--- src/rtl/conv_pkg.sv ---
// Shared types and constants for the convolution output writer.
package conv_pkg;

    typedef enum logic [1:0] {
        WAIT_SOF = 2'd0,
        ACTIVE   = 2'd1,
        DONE     = 2'd2
    } frame_state_t;

    localparam int PIX_W   = 12;
    localparam int WORD_W  = 16;
    localparam int SOF_BIT = 15;
    localparam int BORDER  = 2;

    // Build an output word: {sof, zero padding, pixel}
    function automatic logic [WORD_W-1:0] pack_word(input logic sof,
                                                    input logic [PIX_W-1:0] pix);
        logic [WORD_W-1:0] w;
        w              = '0;
        w[SOF_BIT]     = sof;
        w[PIX_W-1:0]   = pix;
        return w;
    endfunction

endpackage

--- src/rtl/conv_out_fifo.sv ---
// Small synchronous FIFO with the head entry presented on rd_data.
// Storage is reset so the head reads as zero straight out of reset.
// A write into a full FIFO is accepted when a read happens in the same cycle.
module conv_out_fifo #(
    parameter int DEPTH = 4,
    parameter int WIDTH = 16
) (
    input  logic             iCLK,
    input  logic             rst_n,
    input  logic             wr_en,
    input  logic [WIDTH-1:0] wr_data,
    input  logic             rd_en,
    output logic [WIDTH-1:0] rd_data,
    output logic             full,
    output logic             empty
);

    localparam int AW = $clog2(DEPTH);

    logic [WIDTH-1:0] mem [DEPTH];
    logic [AW-1:0]    wr_ptr;
    logic [AW-1:0]    rd_ptr;
    logic [AW:0]      count;
    logic             do_rd;
    logic             do_wr;

    // Qualify the requests against the occupancy flags
    always_comb begin
        do_rd = rd_en && !empty;
        do_wr = wr_en && (!full || do_rd);
    end

    // Storage, pointers and occupancy
    always_ff @(posedge iCLK or negedge rst_n) begin
        if (!rst_n) begin
            for (int i = 0; i < DEPTH; i++) mem[i] <= '0;
            wr_ptr <= '0;
            rd_ptr <= '0;
            count  <= '0;
        end else begin
            if (do_wr) begin
                mem[wr_ptr] <= wr_data;
                wr_ptr      <= wr_ptr + AW'(1);
            end
            if (do_rd) rd_ptr <= rd_ptr + AW'(1);
            case ({do_wr, do_rd})
                2'b10:   count <= count + (AW+1)'(1);
                2'b01:   count <= count - (AW+1)'(1);
                default: count <= count;
            endcase
        end
    end

    // Head entry and flags
    always_comb begin
        rd_data = mem[rd_ptr];
        full    = (count == (AW+1)'(DEPTH));
        empty   = (count == '0);
    end

endmodule

--- src/rtl/conv_frame_writer.sv ---
// Tracks raster position of the Sobel output stream, masks incomplete
// 3x3 windows, tags start-of-frame and queues 16-bit words for SDRAM.
// Build option: CONV_BORDER_MASK_EN zeroes border pixels (x<2 or y<2);
// without it every pixel passes unmodified.
// Output handshake: a word transfers on a rising edge where oVALID and
// iREADY are both high; oVALID/oDATA stay stable while oVALID && !iREADY.
module conv_frame_writer
    import conv_pkg::*;
#(
    parameter int IMG_W      = 640,
    parameter int IMG_H      = 480,
    parameter int FIFO_DEPTH = 4
) (
    input  logic              iCLK,
    input  logic              rst_n,
    input  logic              iFVAL,
    input  logic              iDVAL,
    input  logic [PIX_W-1:0]  pixel_in,
    input  logic              iREADY,
    output logic              oVALID,
    output logic [WORD_W-1:0] oDATA,
    output logic              oFRAME_DONE,
    output logic              oOVERFLOW
);

    localparam int XW = $clog2(IMG_W);
    localparam int YW = $clog2(IMG_H);

    frame_state_t      state;
    frame_state_t      state_nxt;
    logic              fval_q;
    logic              fval_rise;
    logic [XW-1:0]     x_cnt;
    logic [YW-1:0]     y_cnt;
    logic [XW-1:0]     x_pos;
    logic [YW-1:0]     y_pos;
    logic              pix_cnt_en;
    logic              excess;
    logic              last_pix;
    logic              drop;
    logic              wr_en;
    logic [PIX_W-1:0]  pix_field;
    logic [WORD_W-1:0] word;
    logic              fifo_full;
    logic              fifo_empty;
    logic              rd_en;

    // Frame-valid edge detector and FSM state register
    always_ff @(posedge iCLK or negedge rst_n) begin
        if (!rst_n) begin
            fval_q <= 1'b0;
            state  <= WAIT_SOF;
        end else begin
            fval_q <= iFVAL;
            state  <= state_nxt;
        end
    end

    assign fval_rise = iFVAL && !fval_q;

    // Next-state logic; a rising iFVAL always (re)starts a frame
    always_comb begin
        state_nxt = state;
        case (state)
            WAIT_SOF: if (fval_rise) state_nxt = ACTIVE;
            ACTIVE:   if (fval_rise) state_nxt = ACTIVE;
            DONE: begin
                if (fval_rise)   state_nxt = ACTIVE;
                else if (!iFVAL) state_nxt = WAIT_SOF;
            end
            default:  state_nxt = WAIT_SOF;
        endcase
        if (last_pix) state_nxt = DONE;
    end

    // FSM outputs: which pixels count, which are excess, and where they sit
    always_comb begin
        pix_cnt_en = iDVAL && (fval_rise || state == ACTIVE);
        excess     = iDVAL && !fval_rise && state == DONE;
        x_pos      = fval_rise ? '0 : x_cnt;
        y_pos      = fval_rise ? '0 : y_cnt;
        last_pix   = pix_cnt_en && (x_pos == XW'(IMG_W-1)) && (y_pos == YW'(IMG_H-1));
    end

    // Raster counters; cleared by a frame start, advanced by every counted pixel
    always_ff @(posedge iCLK or negedge rst_n) begin
        if (!rst_n) begin
            x_cnt <= '0;
            y_cnt <= '0;
        end else if (pix_cnt_en) begin
            if (x_pos == XW'(IMG_W-1)) begin
                x_cnt <= '0;
                y_cnt <= (y_pos == YW'(IMG_H-1)) ? '0 : y_pos + YW'(1);
            end else begin
                x_cnt <= x_pos + XW'(1);
                y_cnt <= y_pos;
            end
        end else if (fval_rise) begin
            x_cnt <= '0;
            y_cnt <= '0;
        end
    end

    // Border masking and word packing for the current pixel
    always_comb begin
`ifdef CONV_BORDER_MASK_EN
        if (x_pos < XW'(BORDER) || y_pos < YW'(BORDER)) pix_field = '0;
        else                                            pix_field = pixel_in;
`else
        pix_field = pixel_in;
`endif
        word = pack_word((x_pos == '0) && (y_pos == '0), pix_field);
    end

    // A full FIFO only frees a slot this cycle if the head is being taken
    always_comb begin
        oVALID = !fifo_empty;
        rd_en  = oVALID && iREADY;
        drop   = pix_cnt_en && fifo_full && !iREADY;
        wr_en  = pix_cnt_en && !drop;
    end

    conv_out_fifo #(
        .DEPTH (FIFO_DEPTH),
        .WIDTH (WORD_W)
    ) u_fifo (
        .iCLK    (iCLK),
        .rst_n   (rst_n),
        .wr_en   (wr_en),
        .wr_data (word),
        .rd_en   (rd_en),
        .rd_data (oDATA),
        .full    (fifo_full),
        .empty   (fifo_empty)
    );

    // Registered status: frame-done pulse and sticky overflow
    always_ff @(posedge iCLK or negedge rst_n) begin
        if (!rst_n) begin
            oFRAME_DONE <= 1'b0;
            oOVERFLOW   <= 1'b0;
        end else begin
            oFRAME_DONE <= last_pix;
            if (drop || excess) oOVERFLOW <= 1'b1;
        end
    end

endmodule

--- config.mk ---
export PLATFORM = sky130hd
export DESIGN_NAME = conv_frame_writer
export DESIGN_NICKNAME = d
export VERILOG_FILES = /design/src/rtl/conv_pkg.sv /design/src/rtl/conv_out_fifo.sv /design/src/rtl/conv_frame_writer.sv
export SDC_FILE = /design/constraint.sdc
export NUM_CORES = 1
export LEC_CHECK = 0
export CORE_UTILIZATION = 32
export CTS_BUF_LIST = sky130_fd_sc_hd__clkbuf_4
export DETAILED_ROUTE_END_ITERATION = 8
export DONT_BUFFER_PORTS = 1
export MAX_ROUTING_LAYER = met4
export PLACE_DENSITY = 0.53
export RECOVER_POWER = 25
export SETUP_SLACK_MARGIN = 0.15
export SLEW_MARGIN = 25
export SYNTH_ARGS = -nofsm -noshare
export SYNTH_HDL_FRONTEND = slang
export SYNTH_SLANG_ARGS = --single-unit
--- constraint.sdc ---
create_clock -name iCLK -period 3.04 [get_ports iCLK]
set_input_delay 0.456 -clock iCLK [delete_from_list [all_inputs] [get_ports iCLK]]
set_output_delay 0.456 -clock iCLK [all_outputs]
set_load 0.03 [all_outputs]
======== Word-level counts from Yosys, hierarchy flattened ========
Index checks and enable logic that the tools add are counted.
W data, S select, Z words.
word-level totals
  flip-flop bits (word level) ............. 95
  bits of input ports ..................... 17
  output and inout bits ................... 19
  logic and storage cells ................. 82
cells by class
  add/sub/neg operators ................... 6
  $lt $le $gt $ge ......................... 3
  equality and inequality tests ........... 9
  mux-type cells .......................... 19
  bitwise logic cells ..................... 2
  reductions and logical operators ........ 30
operators with widths
  kind                     count
  $bwmux W64               1
  $mux W16                 3
  $mux W9                  4
  $bmux W16 S2             1
  $demux W16 S2            1
  $mux W10                 3
  $logic_and A1 B1 Y1      14
  $add A10 B1 Y10 const B  1
  $eq A10 B10 Y1 const B   1
  $logic_not A10 Y1        1
  $add A9 B1 Y9 const B    1
  $eq A9 B9 Y1 const B     1
  $logic_not A9 Y1         1
  $mux W2                  4
  $ge A3 B3 Y1 const B     2
  $logic_not A1 Y1         6
  $not A2 Y3               2
  $pmux W3 S2              1
  $add A2 B1 Y2 const B    2
  $eq A2 B1 Y1 const B     2
  $eq A2 B2 Y1 const B     2
  $ne A4 B4 Y1 const B     1
  $pmux W2 S2              1
  $add A3 B1 Y3 const B    1
  other kinds (10)         12

======== Longest topological paths before layout ========
Gate-level depths: netlist of run 1.
  depth in word-level cells ............... 11
  mapped depth ............................ 12
  mapped depth without buffers ............ 10

======== Hierarchy ========
A second synthesis of run 1 with hierarchy kept.
second synthesis, totals
  cells, all modules ...................... 359
  area total of the unflattened synthesis .. 4659.5 um^2
by module, submodules not included
  module             times used  cells each  area each (um^2)  sequential area each (um^2)
  conv_out_fifo      1           193         3194.3            1776.7
  conv_frame_writer  1           166         1465.2            600.6

======== Worst setup path after synthesis of run 1 ========
Ideal clock, no wire load.
  kind .................................... input to register
  start point ............................. input iFVAL
  end point ............................... register y_cnt[8]
  setup time .............................. 0.134 ns
  arrival time ............................ 2.316 ns
  data required time ...................... 2.906 ns
  setup slack ............................. 0.590 ns
  stages .................................. 11
  path buffers ............................ 2
  cells stage by stage .................... nand2b_1 clkbuf_1 nand2_1 inv_1 ha_1 nand4b_1 or3_1 buf_6 nor4b_2 mux2i_1 nor2_1
on the way
  word-level cells in the longest chain between the ends .. 6
  elaborated cells between the ends (all ways) .. 11
  classes of those cells .................. add/sub: 1; eq/ne: 2; mux: 5; reduce/logical: 3
ends and longest elaborated chain
  element                                        RTL line                 text
  start: declaration                             conv_frame_writer.sv:16  input logic iFVAL,
  $logic_and A1 B1 Y1 *                          conv_frame_writer.sv:59  assign fval_rise = iFVAL && !fval_q;
  $mux W9                                        n/a
  $add A9 B1 Y9 or $eq A9 B9 Y1 (tied branches)  conv_frame_writer.sv:93  y_cnt <= (y_pos == YW'(IMG_H-1)) ? '0 : y_pos + YW'(1);
  $mux W9                                        conv_frame_writer.sv:93
  $mux W9                                        conv_frame_writer.sv:91  if (x_pos == XW'(IMG_W-1)) begin
  $mux W9 *                                      conv_frame_writer.sv:90  end else if (pix_cnt_en) begin
  end signal: assignment                         conv_frame_writer.sv:93
  end signal: assignment                         conv_frame_writer.sv:96  y_cnt <= y_pos;
  end: declaration                               conv_frame_writer.sv:34  logic [YW-1:0] y_cnt;
Mark *: on every way between the ends. The rest lies on a longest branch, timed or not.
A chain may end at the register's enable or synchronous reset.

======== Worst setup path after layout of run 1 ========
  start point ............................. register fval_q
  end point ............................... register y_cnt[3]
on the way
  word-level cells in the longest chain between the ends .. 7
  elaborated cells between the ends (all ways) .. 12
  classes of those cells .................. add/sub: 1; eq/ne: 2; mux: 5; reduce/logical: 4
ends and longest elaborated chain
  element                                        RTL line                 text
  start: declaration                             conv_frame_writer.sv:31  logic fval_q;
  start signal: assignment                       conv_frame_writer.sv:54  fval_q <= iFVAL;
  $logic_not A1 Y1 *                             conv_frame_writer.sv:59
  $logic_and A1 B1 Y1 *                          conv_frame_writer.sv:59
  $mux W9                                        n/a
  $add A9 B1 Y9 or $eq A9 B9 Y1 (tied branches)  conv_frame_writer.sv:93
  $mux W9                                        conv_frame_writer.sv:93
  $mux W9                                        conv_frame_writer.sv:91
  $mux W9 *                                      conv_frame_writer.sv:90
Marked as above.

==> key figures, run 1 <==
Outcome
  • Status: finished, violations left
  • Failing checks: max-capacitance violations, max-slew violations

Floorplanning
  • Die width: approximately 110 um
  • Row Count: 40
  • Ports: 36
  • Initial cell density of the core: 33.23%
  • Core area: 12,160 um2
  • Die ar.: between 10,000 and 15,000 um2
  • Chip height: ~110 um

Synth
  • Async SR Flop Fraction: 100.0%
  • Synth Instances: slightly above 300
  • Synth area leaders: dfrtp_1, mux2_1, mux4_2
  • Post-synth EDFFs: 0
  • Yosys reg bits: 83
  • Synth Flop Type: dfrtp_1
  • Top-area cell type share of the netlist area: approximately half
  • Synth Cell Area: between 4000 and 5000 um2
  • Avg Inst Size Synth: around 13 um2
  • Seq/Total Area, Yosys: between 50 and 60%
  • Leading area contributor after synthesis: dfrtp_1
  • Unique cell type count in the Yosys netlist: a little under 50
  • Synthesis warning total: 0

Setup path
  • CP max FO: 11
  • Setup crit start kind: flop
  • Maximum single-stage delay on the critical path: roughly 0.59 ns
  • Crit path required time: around 3.4 ns
  • R2R setup slack: between 0.5 and 0.6 ns
  • Count of buffer and inverter cells on the critical path: 1
  • CP cell instances: nand2b_1 -> nand2_1 -> inv_1 -> ha_1 -> nand4b_1 -> or3_1 -> nor2_4 -> a21oi_2 -> a311oi_2
  • Worst r2r path cells: 9
  • Crit-path slowest cell: or3_1
  • Worst setup EP type: flop
  • FF-to-FF End: y_cnt[3]
  • Crit path DAT: roughly 2.9 ns
  • Critical path class: flop to flop
  • Crit path max-delay family: simple AND/OR/NAND/NOR gates
  • Reg2reg start: fval_q

Clocking
  • Setup Buffers After CTS: 0
  • Root Driver: clkbuf_4
  • CTS buffer count: 9
  • Worst skew pair latency: roughly 0.45 ns
  • PostCTS Resize Cnt: 0
  • Clk slew on worst S/H paths: about 0.14 ns
  • Maximum clock insertion buffer count: 2
  • H-tree depth: 3
  • Clock sinks: 83
  • Hold_buf cts: 2
  • CTS tree: yes

Layout
  • Fill cells: approximately 1,200
  • Final nets: between 300 and 400
  • Multi-input gate area: around 1800 um2
  • Most common cell after layout, fill and taps aside: dfrtp_1
  • Share of cells above drive strength 1: a little under a fifth
  • Design area: between 4000 and 5000 um2
  • Area growth syn-to-layout: 6.378%
  • Commonest cells after routing, fill and taps aside: dfrtp_1, mux2_1, nand2_1, mux2_2
  • FF/Latch Area: just over 2000 um2
  • Fin cells: ~480
  • Post-layout util: 35.35%

Routing
  • First-pass DRT Iterations: 4
  • Final ANT Viol Nets: 0
  • Final wirelength: between 7000 and 8000 um
  • DRC violations left: 0
  • Via count: roughly 2,300
  • Vias/cell: 4.829
  • Wire per inst: 16.06 um
  • Detailed Route Iter0 Violations: 84

Global route
  • Gr usage total: a little over an eighth
  • Overflow after GRT: 0
  • Vias in the first global route: between 2,000 and 2,500
  • Initial antenna violation count: 1
  • First-pass GRT wire length: 13,010 um
  • Largest net degree at the start of global routing: 84

Timing
  • RSZ-0062 raised after global routing: false
  • Post-Route Setup TNS: 0 ns
  • Fmax: between 300 and 400 MHz
  • Final worst-path cycle share: between 80% and 90%
  • # setup viols final: 0
  • Worst-margin pin slew: between 2 and 2.5 ns
  • Max-Slew Margin vs Limit: -40.14%
  • Max Slew Vio Count: between 80 and 90
  • Minimum clock period: approximately 2.5 ns
  • Final Hold Fails: 0
  • Setup Skew: 0.01904 ns

Min path
  • Hold EP: fval_q
  • Hold depth: 0
  • Min-delay src: iFVAL
  • Worst Hold Class: input pin to flop

Place
  • Post-DP HPWL: just over 5000 um
  • Gpl congestion: ~0.78
  • Dpl cells: between 400 and 500
  • Dpl cell area: about 4200 um2
  • Port Buf Inserts: 0

Power and ir drop
  • LEAKAGE: around 1.8 nW
  • PD cells: between 900 and 1000 nW/um2
  • Worst VDD drop: 0.0003739 V
  • Total power: 0.003918 W

Run
  • Max Cap Viol: 1
[cells by family after synthesis]
family	synth area share, %
xor gates and xnor gates	3.468
AOI/OAI and AO/OA	2.601
muxes	22.79
and+or+nand+nor	12.54
buffers and inverters	3.839
DFF	51.39
adders and majority gates	3.282
other	0.09279
[routing by layer]
layer  global-route usage, %  up-vias  routed length (um)
met3                   4.394       10                 363
met1                   17.22     1187                3690
met5                       -        -                   0
li1                        -     1092                   -
met2                   20.20       48                3570
met4                   5.195        0                 146
[cell usage after synthesis, types with 2 or more instances]
cell,n
a21oi_1,2
and2_1,3
and3_1,2
buf_4,8
buf_6,3
clkbuf_1,4
dfrtp_1,83
ha_1,9
inv_1,11
mux2_1,40
mux2_2,14
mux2i_1,2
mux4_2,13
nand2_1,20
nand2_2,4
nand2b_1,2
nand3_1,5
nand4_1,5
nand4b_1,2
nor2_1,13
nor2b_1,6
nor3_1,6
nor4_1,4
o21ai_0,4
o21ai_1,3
or3_1,3
xnor2_1,7
xor2_1,9
[through the flow]
| stage | setup slack (ns) | hold slack [ns] |
|---|---|---|
| after global placement | 0.4566 | 0.1666 |
| after global routing | 0.1379 | 0.001040 |
| after CTS | 0.4954 | 0.005446 |
| after floorplan | 0.5897 | 0.1604 |
| after detailed placement | 0.4529 | 0.1665 |
| final | 0.5177 | 0.03441 |
[cell type report]
type                       count  share of cell area (%)
antenna                        1                 0.05821
clock buffer                  10                   1.746
clock inverter                 5                  0.7276
inverter                      11                  0.9604
multi-input combinational    200                   42.26
sequential                    83                   48.31
tap                          168                   4.889
timing repair buffer           6                   1.048
[registers in the layout, indices dropped and copies added (netlist names)]
name / cells
x_cnt: 10
u_fifo.rd_ptr: 2
u_fifo.mem: 52
fval_q: 1
oOVERFLOW: 1
u_fifo.wr_ptr: 2
y_cnt: 9
state: 2
u_fifo.count: 3
oFRAME_DONE: 1
[how the worst max path moves through the flow]
stage | startpoint | to | slack (ns) | cells after the start
6_report | fval_q | y_cnt[3] | 0.52 | 9
5_1_grt | rst_n | x_cnt[4] | 0.14 | 2
4_1_cts | fval_q | y_cnt[3] | 0.50 | 9
3_5_place_dp | iFVAL | y_cnt[3] | 0.45 | 9
3_3_place_gp | iFVAL | y_cnt[3] | 0.46 | 9
2_1_floorplan | iFVAL | y_cnt[8] | 0.59 | 11
[power by group]
group	internal, W	leakage (nW)	switching [W]	total (W)
Clock	0.000168	0.0519	0.000383	0.000551
Sequential	0.00153	1.02	0.000275	0.00181
Combinational	0.000695	0.759	0.000866	0.00156
Power figures use the tool's default switching activity.
==> run 2: changes to the inputs <==
PLACE_DENSITY = 0.54   (was 0.53)
clock period = 2.2 ns   (was 3.04 ns; I/O delays follow)
==> run 2 against run 1 <==
The run ends with negative hold slack left. Largest cell class unchanged. Largest power group unchanged. Via count increased by 7.9%. Global-route usage rose by 0.52 points. Highest routed layer unchanged. Combinational power grew 58%. Final cell count up 9.5%. Design area rose by 16%. Critical path type unchanged.
==> key figures, run 2 (same netlist as run 1, synthesis figures left out) <==
Run
  • Max Cap Viol: 0 (was 1)

Layout
  • Most common cell after layout, fill and taps aside: dfrtp_1 (unchanged)
  • Fin cells: 530 (was 484)
  • Area growth syn-to-layout: 23.00% (was 6.378%)
  • Commonest cells after routing, fill and taps aside: dfrtp_1, mux2_1, buf_4, nand2_1, dlygate4sd3_1 (was dfrtp_1, mux2_1, nand2_1, mux2_2)
  • Final nets: 383 (was 338)
  • Biggest regs: u_fifo.mem (52), x_cnt (10), y_cnt (9) (unchanged)
  • Top reg by flops: u_fifo.mem (unchanged)
  • Max reg flops: 52 (unchanged)
  • Share of cells above drive strength 1: 35.73% (was 18.73%)

Clocking
  • Maximum clock insertion buffer count: 2 (unchanged)
  • Hold_buf cts: 14 (was 2)
  • Root Driver: clkbuf_4 (unchanged)
  • Clk slew on worst S/H paths: 0.14 ns (about the same)
  • H-tree depth: 3 (unchanged)
  • Clock sinks: 83 (unchanged)
  • CTS tree: yes (unchanged)
  • Worst skew pair latency: 0.44 ns (was 0.45 ns)
  • CTS buffer count: 9 (unchanged)

Setup path
  • Critical path class: flop to flop (unchanged)
  • R2R setup slack: 0.07 ns (was 0.52 ns)
  • Worst r2r path cells: 10 (was 9)
  • FF-to-FF End: y_cnt[0] (was y_cnt[3])
  • Worst setup EP type: flop (unchanged)
  • CP max FO: 7 (was 11)
  • Crit path required time: 2.58 ns (was 3.41 ns)
  • Reg2reg start: fval_q (unchanged)
  • Setup crit start kind: flop (unchanged)
  • Crit path DAT: 2.51 ns (was 2.89 ns)

Global route
  • First-pass GRT wire length: 13,560 um (was 13,010 um)
  • Overflow after GRT: 0 (unchanged)
  • Largest net degree at the start of global routing: 84 (unchanged)
  • Vias in the first global route: 2,587 (was 2,484)
  • Initial antenna violation count: 1 (unchanged)
  • Gr usage total: 14.11% (was 13.59%)

Routing
  • Final ANT Viol Nets: 0 (unchanged)
  • Detailed Route Iter0 Violations: 117 (was 84)
  • Via count: 2,521 (was 2,337)
  • DRC violations left: 0 (unchanged)
  • Vias/cell: 4.757 (was 4.829)
  • Wire per inst: 15.30 um (was 16.06 um)
  • Final wirelength: 8108 um (was 7771 um)
  • First-pass DRT Iterations: 4 (unchanged)

Outcome
  • Status: finished, violations left (unchanged)
  • Failing checks: negative hold slack (was max-capacitance violations, max-slew violations)

Place
  • Post-DP HPWL: 5345 um (was 5169 um)
  • Dpl cells: 484 (was 466)
  • Port Buf Inserts: 0 (unchanged)
  • Gpl congestion: 0.8181 (was 0.7784)

Floorplanning
  • Row Count: 40 (unchanged)
  • Die width: 114.4 um (unchanged)
  • Chip height: 114.4 um (unchanged)
  • Initial cell density of the core: 33.23% (unchanged)
  • Ports: 36 (unchanged)
  • Die ar.: 13,080 um2 (unchanged)
  • Core area: 12,160 um2 (unchanged)

Timing
  • Hold WS: -0.4298 ns (was 0.03441 ns)
  • Minimum clock period: 2.125 ns (was 2.522 ns)
  • Fmax: 470.5 MHz (was 396.5 MHz)
  • Final Hold Fails: 83 (was 0)
  • RSZ-0062 raised after global routing: true (was false)
  • Setup Skew: 0.01714 ns (was 0.01904 ns)
  • Final worst-path cycle share: 96.61% (was 82.97%)
  • Max Slew Vio Count: 0 (was 84)
  • # setup viols final: 0 (unchanged)

Power and ir drop
  • Worst VDD drop: 0.0004970 V (was 0.0003739 V)
  • LEAKAGE: 2.178 nW (was 1.832 nW)
  • Total power: 0.005849 W (was 0.003918 W)
  • PD cells: 1177 nW/um2 (was 911.3 nW/um2)

Min path
  • Worst Hold Class: input pin to asynchronous set/reset pin (was input pin to flop)
-- run 2: cell count changes in the layout (fill, tap and decap cells not counted), sizes merged --
cell | before | now
buf | 4 | 37
dlygate4sd3 | 1 | 14
clkinvlp | 3 | 1
bufinv | 0 | 1
clkbuf | 11 | 12
-- run 2: worst max-delay path: stages (launching register included) --
cell	delay, ns
dfrtp_1	0.37
nand2b_4	0.15
and2_4	0.17
ha_4	0.13
nand4b_1	0.13
or3_4	0.47
buf_8	0.16
nor2_4	0.19
buf_12	0.17
nand3_2	0.08
o21ai_2	0.05
-- run 2: worst max-delay path by stage --
stage                         start         endpoint  slack, ns  cells past startpoint
global placement    u_fifo.count[1]  u_fifo.count[2]       0.01                      9
CTS                 u_fifo.count[1]  u_fifo.count[2]       0.07                      9
global route                 fval_q         y_cnt[0]      -0.03                     10
floorplan           u_fifo.count[1]  u_fifo.count[2]     -0.003                     10
detailed placement  u_fifo.count[1]  u_fifo.count[2]       0.01                      9
finish                       fval_q         y_cnt[0]       0.07                     10
-- run 2: repair_timing --
item | in CTS | in global routing
gates cloned | 1 | 0
gates resized for setup | 13 | 29
setup endpoints to repair | 45 | 29
pin swaps | 7 | 20
buffers inserted | 5 | 9
hold endpoints to repair | 132 | 83
-- run 2: final cells by class --
cell class	count	area (um2)
Antenna cell	1	2.502
Clock inverter	4	51.30
Multi-Input combinational cell	200	2022
Fill cell	1168	7191
Tap cell	168	210.2
Inverter	11	41.29
Clock buffer	12	90.09
Sequential cell	83	2079
Timing Repair Buffer	51	474.2
-- run 2: routing by layer --
metal  routed length, um  GRT usage [%]  vias up
li1                    -              -     1190
met1                3810          18.54     1277
met2                3867          20.89       44
met3                 273          3.547       10
met4                 156          5.628        0
met5                   0              -        -
-- run 2: through the flow --
step | hold WS [ns] | setup TNS, ns | util (%) | instance area (um2) | setup slack (ns)
after CTS | -0.4726 | 0 | 39.40 | 4792 | 0.07128
after floorplan | 0.03441 | -0.002735 | - | 4118 | -0.002735
after global routing | -0.4822 | -0.04872 | 40.87 | 4971 | -0.03135
after detailed placement | 0.04084 | 0 | 36.13 | 4394 | 0.01049
after global placement | 0.04071 | 0 | 36.13 | 4394 | 0.01014
final | -0.4298 | 0 | 40.87 | 4971 | 0.07458
-- run 2: report_power, final --
group          switching, W  internal (W)  total [W]
logic               0.00129       0.00118    0.00247
clock network      0.000531      0.000386   0.000916
registers          0.000346       0.00212    0.00247
